[src/rtl/dh_pkg.sv]
// Shared widths, FSM states and link-parameter record for the DH host driver.
package dh_pkg;

  localparam int unsigned ANG_W     = 6;
  localparam int unsigned LEN_W     = 3;
  localparam int unsigned POS_W     = 9;
  localparam int unsigned NUM_LINKS = 4;
  localparam int unsigned IDX_W     = $clog2(NUM_LINKS);

  typedef enum logic [2:0] {
    IDLE,
    LINK,
    GAP,
    THETA,
    WAIT,
    RESP
  } state_t;

  typedef struct packed {
    logic signed [ANG_W-1:0] alpha;
    logic [LEN_W-1:0]        a;
    logic [LEN_W-1:0]        d;
  } dh_link_t;

endpackage

[src/rtl/dh_host_driver_if.sv]
// Input/output bus of the DH forward-kinematics core as seen by its initiator.
interface dh_host_driver_if;
  import dh_pkg::*;

  logic                    IN_VALID_1;
  logic                    IN_VALID_2;
  logic signed [ANG_W-1:0] ALPHA_I;
  logic [LEN_W-1:0]        A_I;
  logic [LEN_W-1:0]        D_I;
  logic signed [ANG_W-1:0] THETA_JOINT_1;
  logic signed [ANG_W-1:0] THETA_JOINT_2;
  logic signed [ANG_W-1:0] THETA_JOINT_3;
  logic signed [ANG_W-1:0] THETA_JOINT_4;
  logic                    OUT_VALID;
  logic signed [POS_W-1:0] OUT_X;
  logic signed [POS_W-1:0] OUT_Y;
  logic signed [POS_W-1:0] OUT_Z;

  modport master (
    output IN_VALID_1, IN_VALID_2, ALPHA_I, A_I, D_I,
    output THETA_JOINT_1, THETA_JOINT_2, THETA_JOINT_3, THETA_JOINT_4,
    input  OUT_VALID, OUT_X, OUT_Y, OUT_Z
  );

  modport slave (
    input  IN_VALID_1, IN_VALID_2, ALPHA_I, A_I, D_I,
    input  THETA_JOINT_1, THETA_JOINT_2, THETA_JOINT_3, THETA_JOINT_4,
    output OUT_VALID, OUT_X, OUT_Y, OUT_Z
  );

endinterface

[src/rtl/dh_link_table.sv]
// Link-parameter register file: one synchronous write port, one combinational read port.
module dh_link_table
  import dh_pkg::*;
(
  input  logic             clk,
  input  logic             rst,
  input  logic             we,
  input  logic [IDX_W-1:0] waddr,
  input  dh_link_t         wdata,
  input  logic [IDX_W-1:0] raddr,
  output dh_link_t         rdata_c
);

  dh_link_t entries [NUM_LINKS];

  always_ff @(posedge clk) begin
    if (rst) begin
      entries <= '{default: '0};
    end else if (we) begin
      entries[waddr] <= wdata;
    end
  end

  assign rdata_c = entries[raddr];

endmodule

[src/rtl/dh_host_driver.sv]
// Host-side initiator for the DH core: replays the link table and latched joint
// angles for each pose, then returns the core result (or a timeout) to the host.
module dh_host_driver
  import dh_pkg::*;
#(
  parameter int unsigned TIMEOUT = 1000
) (
  input  logic                    clk,
  input  logic                    rst,
  input  logic                    lt_we,
  input  logic [IDX_W-1:0]        lt_addr,
  input  logic signed [ANG_W-1:0] lt_alpha,
  input  logic [LEN_W-1:0]        lt_a,
  input  logic [LEN_W-1:0]        lt_d,
  input  logic                    cmd_valid,
  output logic                    cmd_ready,
  input  logic signed [ANG_W-1:0] cmd_theta1,
  input  logic signed [ANG_W-1:0] cmd_theta2,
  input  logic signed [ANG_W-1:0] cmd_theta3,
  input  logic signed [ANG_W-1:0] cmd_theta4,
  output logic                    res_valid,
  input  logic                    res_ready,
  output logic signed [POS_W-1:0] res_x,
  output logic signed [POS_W-1:0] res_y,
  output logic signed [POS_W-1:0] res_z,
  output logic                    res_timeout,
  output logic                    busy,
  output logic                    err_spurious,
  dh_host_driver_if.master        core
);

  localparam int unsigned CNT_W = $clog2(TIMEOUT + 1);

  state_t                  state_q, state_d;
  logic [IDX_W-1:0]        idx_q, idx_d;
  logic [CNT_W-1:0]        cnt_q, cnt_d;
  logic signed [ANG_W-1:0] theta_q [NUM_LINKS];
  logic signed [ANG_W-1:0] theta_d [NUM_LINKS];
  logic signed [ANG_W-1:0] cmd_theta [NUM_LINKS];
  logic signed [POS_W-1:0] res_x_d, res_y_d, res_z_d;
  logic                    res_timeout_d;
  logic                    err_d;

  logic                    iv1_q, iv1_d;
  logic                    iv2_q, iv2_d;
  logic signed [ANG_W-1:0] alpha_q, alpha_d;
  logic [LEN_W-1:0]        a_q, a_d;
  logic [LEN_W-1:0]        d_q, d_d;
  logic signed [ANG_W-1:0] th_q [NUM_LINKS];
  logic signed [ANG_W-1:0] th_d [NUM_LINKS];

  logic                    lt_wr;
  dh_link_t                lt_wdata;
  dh_link_t                link_rd;
  dh_link_t                link_nxt;

  assign cmd_theta[0] = cmd_theta1;
  assign cmd_theta[1] = cmd_theta2;
  assign cmd_theta[2] = cmd_theta3;
  assign cmd_theta[3] = cmd_theta4;

  // Host writes are only honoured while no pose is in flight
  assign lt_wr    = lt_we && !busy;
  assign lt_wdata = '{alpha: lt_alpha, a: lt_a, d: lt_d};

  dh_link_table u_link_table (
    .clk     (clk),
    .rst     (rst),
    .we      (lt_wr),
    .waddr   (lt_addr),
    .wdata   (lt_wdata),
    .raddr   (idx_d),
    .rdata_c (link_rd)
  );

  // A write landing in the accept cycle is visible to the first link beat
  assign link_nxt = (lt_wr && (lt_addr == idx_d)) ? lt_wdata : link_rd;

  // Next-state, sequencing and result capture
  always_comb begin
    state_d       = state_q;
    idx_d         = idx_q;
    cnt_d         = cnt_q;
    theta_d       = theta_q;
    res_x_d       = res_x;
    res_y_d       = res_y;
    res_z_d       = res_z;
    res_timeout_d = res_timeout;
    err_d         = err_spurious || (core.OUT_VALID && (state_q != WAIT));

    case (state_q)
      IDLE: begin
        if (cmd_valid && cmd_ready) begin
          state_d = LINK;
          idx_d   = '0;
          theta_d = cmd_theta;
        end
      end
      LINK: begin
        if (idx_q == IDX_W'(NUM_LINKS - 1)) begin
          state_d = GAP;
        end else begin
          idx_d = idx_q + IDX_W'(1);
        end
      end
      GAP: begin
        state_d = THETA;
      end
      THETA: begin
        state_d = WAIT;
        cnt_d   = '0;
      end
      WAIT: begin
        // Data arriving on the final count still wins over the timeout
        if (core.OUT_VALID) begin
          state_d       = RESP;
          res_x_d       = core.OUT_X;
          res_y_d       = core.OUT_Y;
          res_z_d       = core.OUT_Z;
          res_timeout_d = 1'b0;
        end else if (cnt_q == CNT_W'(TIMEOUT - 1)) begin
          state_d       = RESP;
          res_x_d       = '0;
          res_y_d       = '0;
          res_z_d       = '0;
          res_timeout_d = 1'b1;
        end else begin
          cnt_d = cnt_q + CNT_W'(1);
        end
      end
      RESP: begin
        if (res_ready) begin
          state_d = IDLE;
        end
      end
      default: begin
        state_d = IDLE;
      end
    endcase
  end

  // Core-side beats are decoded from the next state so they register in step with it
  always_comb begin
    iv1_d   = (state_d == LINK);
    iv2_d   = (state_d == THETA);
    alpha_d = '0;
    a_d     = '0;
    d_d     = '0;
    th_d    = '{default: '0};
    if (iv1_d) begin
      alpha_d = link_nxt.alpha;
      a_d     = link_nxt.a;
      d_d     = link_nxt.d;
    end
    if (iv2_d) begin
      th_d = theta_q;
    end
  end

  always_ff @(posedge clk) begin
    if (rst) begin
      state_q      <= IDLE;
      idx_q        <= '0;
      cnt_q        <= '0;
      theta_q      <= '{default: '0};
      cmd_ready    <= 1'b0;
      busy         <= 1'b0;
      res_valid    <= 1'b0;
      res_x        <= '0;
      res_y        <= '0;
      res_z        <= '0;
      res_timeout  <= 1'b0;
      err_spurious <= 1'b0;
      iv1_q        <= 1'b0;
      iv2_q        <= 1'b0;
      alpha_q      <= '0;
      a_q          <= '0;
      d_q          <= '0;
      th_q         <= '{default: '0};
    end else begin
      state_q      <= state_d;
      idx_q        <= idx_d;
      cnt_q        <= cnt_d;
      theta_q      <= theta_d;
      cmd_ready    <= (state_d == IDLE);
      busy         <= (state_d != IDLE);
      res_valid    <= (state_d == RESP);
      res_x        <= res_x_d;
      res_y        <= res_y_d;
      res_z        <= res_z_d;
      res_timeout  <= res_timeout_d;
      err_spurious <= err_d;
      iv1_q        <= iv1_d;
      iv2_q        <= iv2_d;
      alpha_q      <= alpha_d;
      a_q          <= a_d;
      d_q          <= d_d;
      th_q         <= th_d;
    end
  end

  assign core.IN_VALID_1    = iv1_q;
  assign core.IN_VALID_2    = iv2_q;
  assign core.ALPHA_I       = alpha_q;
  assign core.A_I           = a_q;
  assign core.D_I           = d_q;
  assign core.THETA_JOINT_1 = th_q[0];
  assign core.THETA_JOINT_2 = th_q[1];
  assign core.THETA_JOINT_3 = th_q[2];
  assign core.THETA_JOINT_4 = th_q[3];

endmodule

[src/flat_wrapper.sv]
// flat-port wrapper written by rule: the top's interface ports become plain ports
module dh_host_driver_flat import dh_pkg::*;
#(
  parameter int unsigned TIMEOUT = 1000
)
  (clk, rst, lt_we, lt_addr, lt_alpha, lt_a, lt_d, cmd_valid, cmd_ready, cmd_theta1, cmd_theta2, cmd_theta3, cmd_theta4, res_valid, res_ready, res_x, res_y, res_z, res_timeout, busy, err_spurious, core_IN_VALID_1, core_IN_VALID_2, core_ALPHA_I, core_A_I, core_D_I, core_THETA_JOINT_1, core_THETA_JOINT_2, core_THETA_JOINT_3, core_THETA_JOINT_4, core_OUT_VALID, core_OUT_X, core_OUT_Y, core_OUT_Z);
  dh_host_driver_if core_i ();
  input  logic clk;
  input  logic rst;
  input  logic lt_we;
  input  logic [IDX_W-1:0] lt_addr;
  input  logic signed [ANG_W-1:0] lt_alpha;
  input  logic [LEN_W-1:0] lt_a;
  input  logic [LEN_W-1:0] lt_d;
  input  logic cmd_valid;
  output logic cmd_ready;
  input  logic signed [ANG_W-1:0] cmd_theta1;
  input  logic signed [ANG_W-1:0] cmd_theta2;
  input  logic signed [ANG_W-1:0] cmd_theta3;
  input  logic signed [ANG_W-1:0] cmd_theta4;
  output logic res_valid;
  input  logic res_ready;
  output logic signed [POS_W-1:0] res_x;
  output logic signed [POS_W-1:0] res_y;
  output logic signed [POS_W-1:0] res_z;
  output logic res_timeout;
  output logic busy;
  output logic err_spurious;
  output wire logic [$bits(core_i.IN_VALID_1)-1:0] core_IN_VALID_1;
  output wire logic [$bits(core_i.IN_VALID_2)-1:0] core_IN_VALID_2;
  output wire logic [$bits(core_i.ALPHA_I)-1:0] core_ALPHA_I;
  output wire logic [$bits(core_i.A_I)-1:0] core_A_I;
  output wire logic [$bits(core_i.D_I)-1:0] core_D_I;
  output wire logic [$bits(core_i.THETA_JOINT_1)-1:0] core_THETA_JOINT_1;
  output wire logic [$bits(core_i.THETA_JOINT_2)-1:0] core_THETA_JOINT_2;
  output wire logic [$bits(core_i.THETA_JOINT_3)-1:0] core_THETA_JOINT_3;
  output wire logic [$bits(core_i.THETA_JOINT_4)-1:0] core_THETA_JOINT_4;
  input wire logic [$bits(core_i.OUT_VALID)-1:0] core_OUT_VALID;
  input wire logic [$bits(core_i.OUT_X)-1:0] core_OUT_X;
  input wire logic [$bits(core_i.OUT_Y)-1:0] core_OUT_Y;
  input wire logic [$bits(core_i.OUT_Z)-1:0] core_OUT_Z;
  assign core_IN_VALID_1 = core_i.IN_VALID_1;
  assign core_IN_VALID_2 = core_i.IN_VALID_2;
  assign core_ALPHA_I = core_i.ALPHA_I;
  assign core_A_I = core_i.A_I;
  assign core_D_I = core_i.D_I;
  assign core_THETA_JOINT_1 = core_i.THETA_JOINT_1;
  assign core_THETA_JOINT_2 = core_i.THETA_JOINT_2;
  assign core_THETA_JOINT_3 = core_i.THETA_JOINT_3;
  assign core_THETA_JOINT_4 = core_i.THETA_JOINT_4;
  assign core_i.OUT_VALID = core_OUT_VALID;
  assign core_i.OUT_X = core_OUT_X;
  assign core_i.OUT_Y = core_OUT_Y;
  assign core_i.OUT_Z = core_OUT_Z;
  dh_host_driver #(.TIMEOUT(TIMEOUT)) u_core (.clk(clk), .rst(rst), .lt_we(lt_we), .lt_addr(lt_addr), .lt_alpha(lt_alpha), .lt_a(lt_a), .lt_d(lt_d), .cmd_valid(cmd_valid), .cmd_ready(cmd_ready), .cmd_theta1(cmd_theta1), .cmd_theta2(cmd_theta2), .cmd_theta3(cmd_theta3), .cmd_theta4(cmd_theta4), .res_valid(res_valid), .res_ready(res_ready), .res_x(res_x), .res_y(res_y), .res_z(res_z), .res_timeout(res_timeout), .busy(busy), .err_spurious(err_spurious), .core(core_i));
endmodule
[config.mk]
export PLATFORM = sky130hd
export DESIGN_NAME = dh_host_driver_flat
export DESIGN_NICKNAME = d
export VERILOG_FILES = /design/src/rtl/dh_pkg.sv /design/src/rtl/dh_host_driver_if.sv /design/src/rtl/dh_link_table.sv /design/src/rtl/dh_host_driver.sv /design/src/flat_wrapper.sv
export SDC_FILE = /design/constraint.sdc
export NUM_CORES = 1
export LEC_CHECK = 0
export ABC_CLOCK_PERIOD_IN_PS = 3800
export BUFFER_PORTS_ARGS = -buffer_cell sky130_fd_sc_hd__buf_4
export CORE_ASPECT_RATIO = 1.25
export CORE_MARGIN = 4
export CORE_UTILIZATION = 40
export CTS_CLUSTER_DIAMETER = 80
export DETAILED_ROUTE_END_ITERATION = 10
export SETUP_SLACK_MARGIN = 0.02
export SLEW_MARGIN = 20
export SYNTH_ARGS = -nofsm -noshare
export SYNTH_HDL_FRONTEND = slang
export SYNTH_SLANG_ARGS = --single-unit
export TNS_END_PERCENT = 1
[constraint.sdc]
create_clock -name clk -period 3.8 [get_ports clk]
set_clock_uncertainty 0.15 [all_clocks]
set_input_delay 0.76 -clock clk [delete_from_list [all_inputs] [get_ports clk]]
set_output_delay 0.76 -clock clk [all_outputs]
set_load 0.02 [all_outputs]
==> results.yml <==
yosys:
  synth-edff-count: 0
  syn_inst: 669
  ys_ff_latch: 157
  syn_area_per_cell_um2: 8.863
  syn-num-nets: 741
  synth_top_area_frac: 0.5301
  yosysSeqAreaShare: 0.5301
  synth_area_leaders: "dfxtp_1, nand2_1, a21oi_1"
  ys.flop_type: "dfxtp_1"
  ys_warn_count: 0
  syn_area_um2: 5929
  post-synth-top-area-cell: "dfxtp_1"
  synth-async-reset-ratio: 0
  ys_types: 52
drt:
  via_count: 5098
  drtIter0Drc: 299
  via_per_inst: 5.165
  wire_per_inst_um: 15.41
  wirelength_um: 15210
  drc: 0
  wl_met2_um: 7654
  routed.top_layer: "met4"
  wl_met3_um: 982
  ant_nets: 0
  drt-met1-wl_um: 6204
  firstDrtPassIters: 5
grt:
  grt_max_degree: 74
  grt_overflow: 0
  antenna_found_initial: 0
  grtUsageTotal: 0.1856
  grt_pass1_wl_um: 24520
  grt_pass1_vias: 5052
critical_path:
  cp-startpoint: "u_core.state_q[2]"
  end_kind: "flop"
  critPathTopFamily: "simple AND/OR/NAND/NOR gates"
  slowest_delay_ns: 0.72
  crit_chain: "nor3b_1, and4_1, o31ai_2, nor4_4, a22o_1"
  crit_fanout: 18
  r2r_start: "u_core.state_q[2]"
  worstSetupPathType: "reg2reg"
  worst-path-buf-inv: 0
  arrival_ns: 2.94
  worst-endpoint-required_ns: 4.01
  cp_slowest_cell: "nor4_4"
  startpoint_type: "flop"
min_path:
  hold_path.startpoint: "u_core.theta_q[6]"
  hold_path_class: "reg2reg"
clock_network:
  clkLatencyLatePin_ns: 0.42
  cts.reportedPaths.clkPinSlew_ns: 0.06
  cts-root-buf: "clkbuf_16"
  htree_num_levels: 4
  cts_resized: 0
  cts_buffer_depth: 2
  cts-buffers-inserted: 17
  cts.sinks: 157
  tritoncts: "yes"
  cts_setup_buffers: 0
  hold_buffers: 0
power:
  peakVddDrop_mv: 0.3360
  power_density_nw_per_um2: 473.5
  power_leakage_nw: 3.290
place:
  io_buffers: 140
  hpwlAfterDp_um: 10350
  gp_routability_congestion: 0.7379
sta:
  setup-violations-final: 0
  max_freq_mhz: 365.8
  tns_ns: 0
  worst_pin_slew_ns: 0.9361
  period_minus_slack_ns: 2.734
  whs_ns: 0.3012
  hold_viol: 0
  drv_slew: 0
  slew_headroom: 0.3744
  grt_setup_unrepaired: "false"
  post-route-period-util: 0.7195
floorplanning:
  die_y_um: 144.1
  dieArea_um2: 16850
  start_util: 0.4098
  num_rows: 49
  fp.coreArea_um2: 14470
  num_io_pins: 141
  die_w_um: 116.9
layout:
  final_cell_mix: "nand2_1, dfxtp_1, buf_4, a21oi_1, nor2_1"
  final_common_cell: "nand2_1"
  nets: 868
  fill_cells: 1311
  drive_gt1_frac: 0.2336
  area_growth_pct: 30.20
  diodes: 0
run:
  maxCapViolations: 0
run_status:
  status: "complete, no violations"
[where the power goes]
group	switching [mW]	total [mW]	internal, mW
clock	0.721	1.67	0.945
sequential	0.0251	1.71	1.69
combinational	0.155	0.278	0.123
[worst min-delay path, delay by kind of cell, from the launching register on]
family | cells | cell delay, ns
and+or+nand+nor | 1 | 0.05
AOI/OAI and AO/OA | 1 | 0.05
DFF | 1 | 0.31
[final cells by class]
class	count	area, um^2	area share
inverters	4	15.01	0.001945
clock buffers	18	439.2	0.05689
multi-input cells	466	2623	0.3397
repair buffers	150	1126	0.1459
well taps	178	222.7	0.02885
clock inverters	14	151.4	0.01961
flip-flops and latches	157	3143	0.4071
[synthesized netlist by cell type (all sizes together), types with 5 or more instances]
cell / count
a21oi: 77
and2: 33
mux2i: 36
a22oi: 27
nor2: 50
dfxtp: 157
a22o: 11
nand2: 160
clkbuf: 36
nand2b: 5
buf: 6
[path summary, 6_finish.rpt]
path	to	slack (ns)	cells past startpoint
max	u_core.core.A_I[1]	1.07	5
min	u_core.theta_q[6]	0.30	2
max reg2reg	u_core.core.A_I[1]	1.07	5
min reg2reg	u_core.theta_q[6]	0.30	2
[registers in the layout (all words and copies together), names as in the netlist, 9 cells and up]
register                     flops
u_core.res_x                     9
u_core.res_y                     9
u_core.u_link_table.entries     48
u_core.res_z                     9
u_core.theta_q                  24
u_core.cnt_q                    10
[routing by layer]
metal,GRT usage,up-vias
li1,-,2525
met1,0.2123,2404
met2,0.3206,143
met3,0.05442,26
met4,0.07790,0
met5,0,-
[per-stage QoR]
stage	total power [mW]	std cells	area, um^2	utilization	setup WS, ns
2_1_floorplan	1.901	669	5929	-	1.401
3_3_place_gp	2.022	955	7121	0.4921	0.8302
3_5_place_dp	2.030	955	7129	0.4927	1.033
4_1_cts	3.691	987	7720	0.5336	1.072
5_1_grt	3.800	987	7720	0.5336	0.9012
6_report	3.655	987	7720	0.5336	1.066
[cell families (layout without fill, tap and decap cells)]
kind of cell,count (synthesis),after routing,synth area share
DFF,157,157,0.5301
muxes,36,36,0.06077
and+or+nand+nor,283,283,0.2169
xor gates and xnor gates,6,6,0.008863
buffers and inverters,46,186,0.03017
adders and majority gates,1,1,0.002110
AOI/OAI and AO/OA,140,140,0.1511
Note: power is estimated with default switching activity, not from simulation.
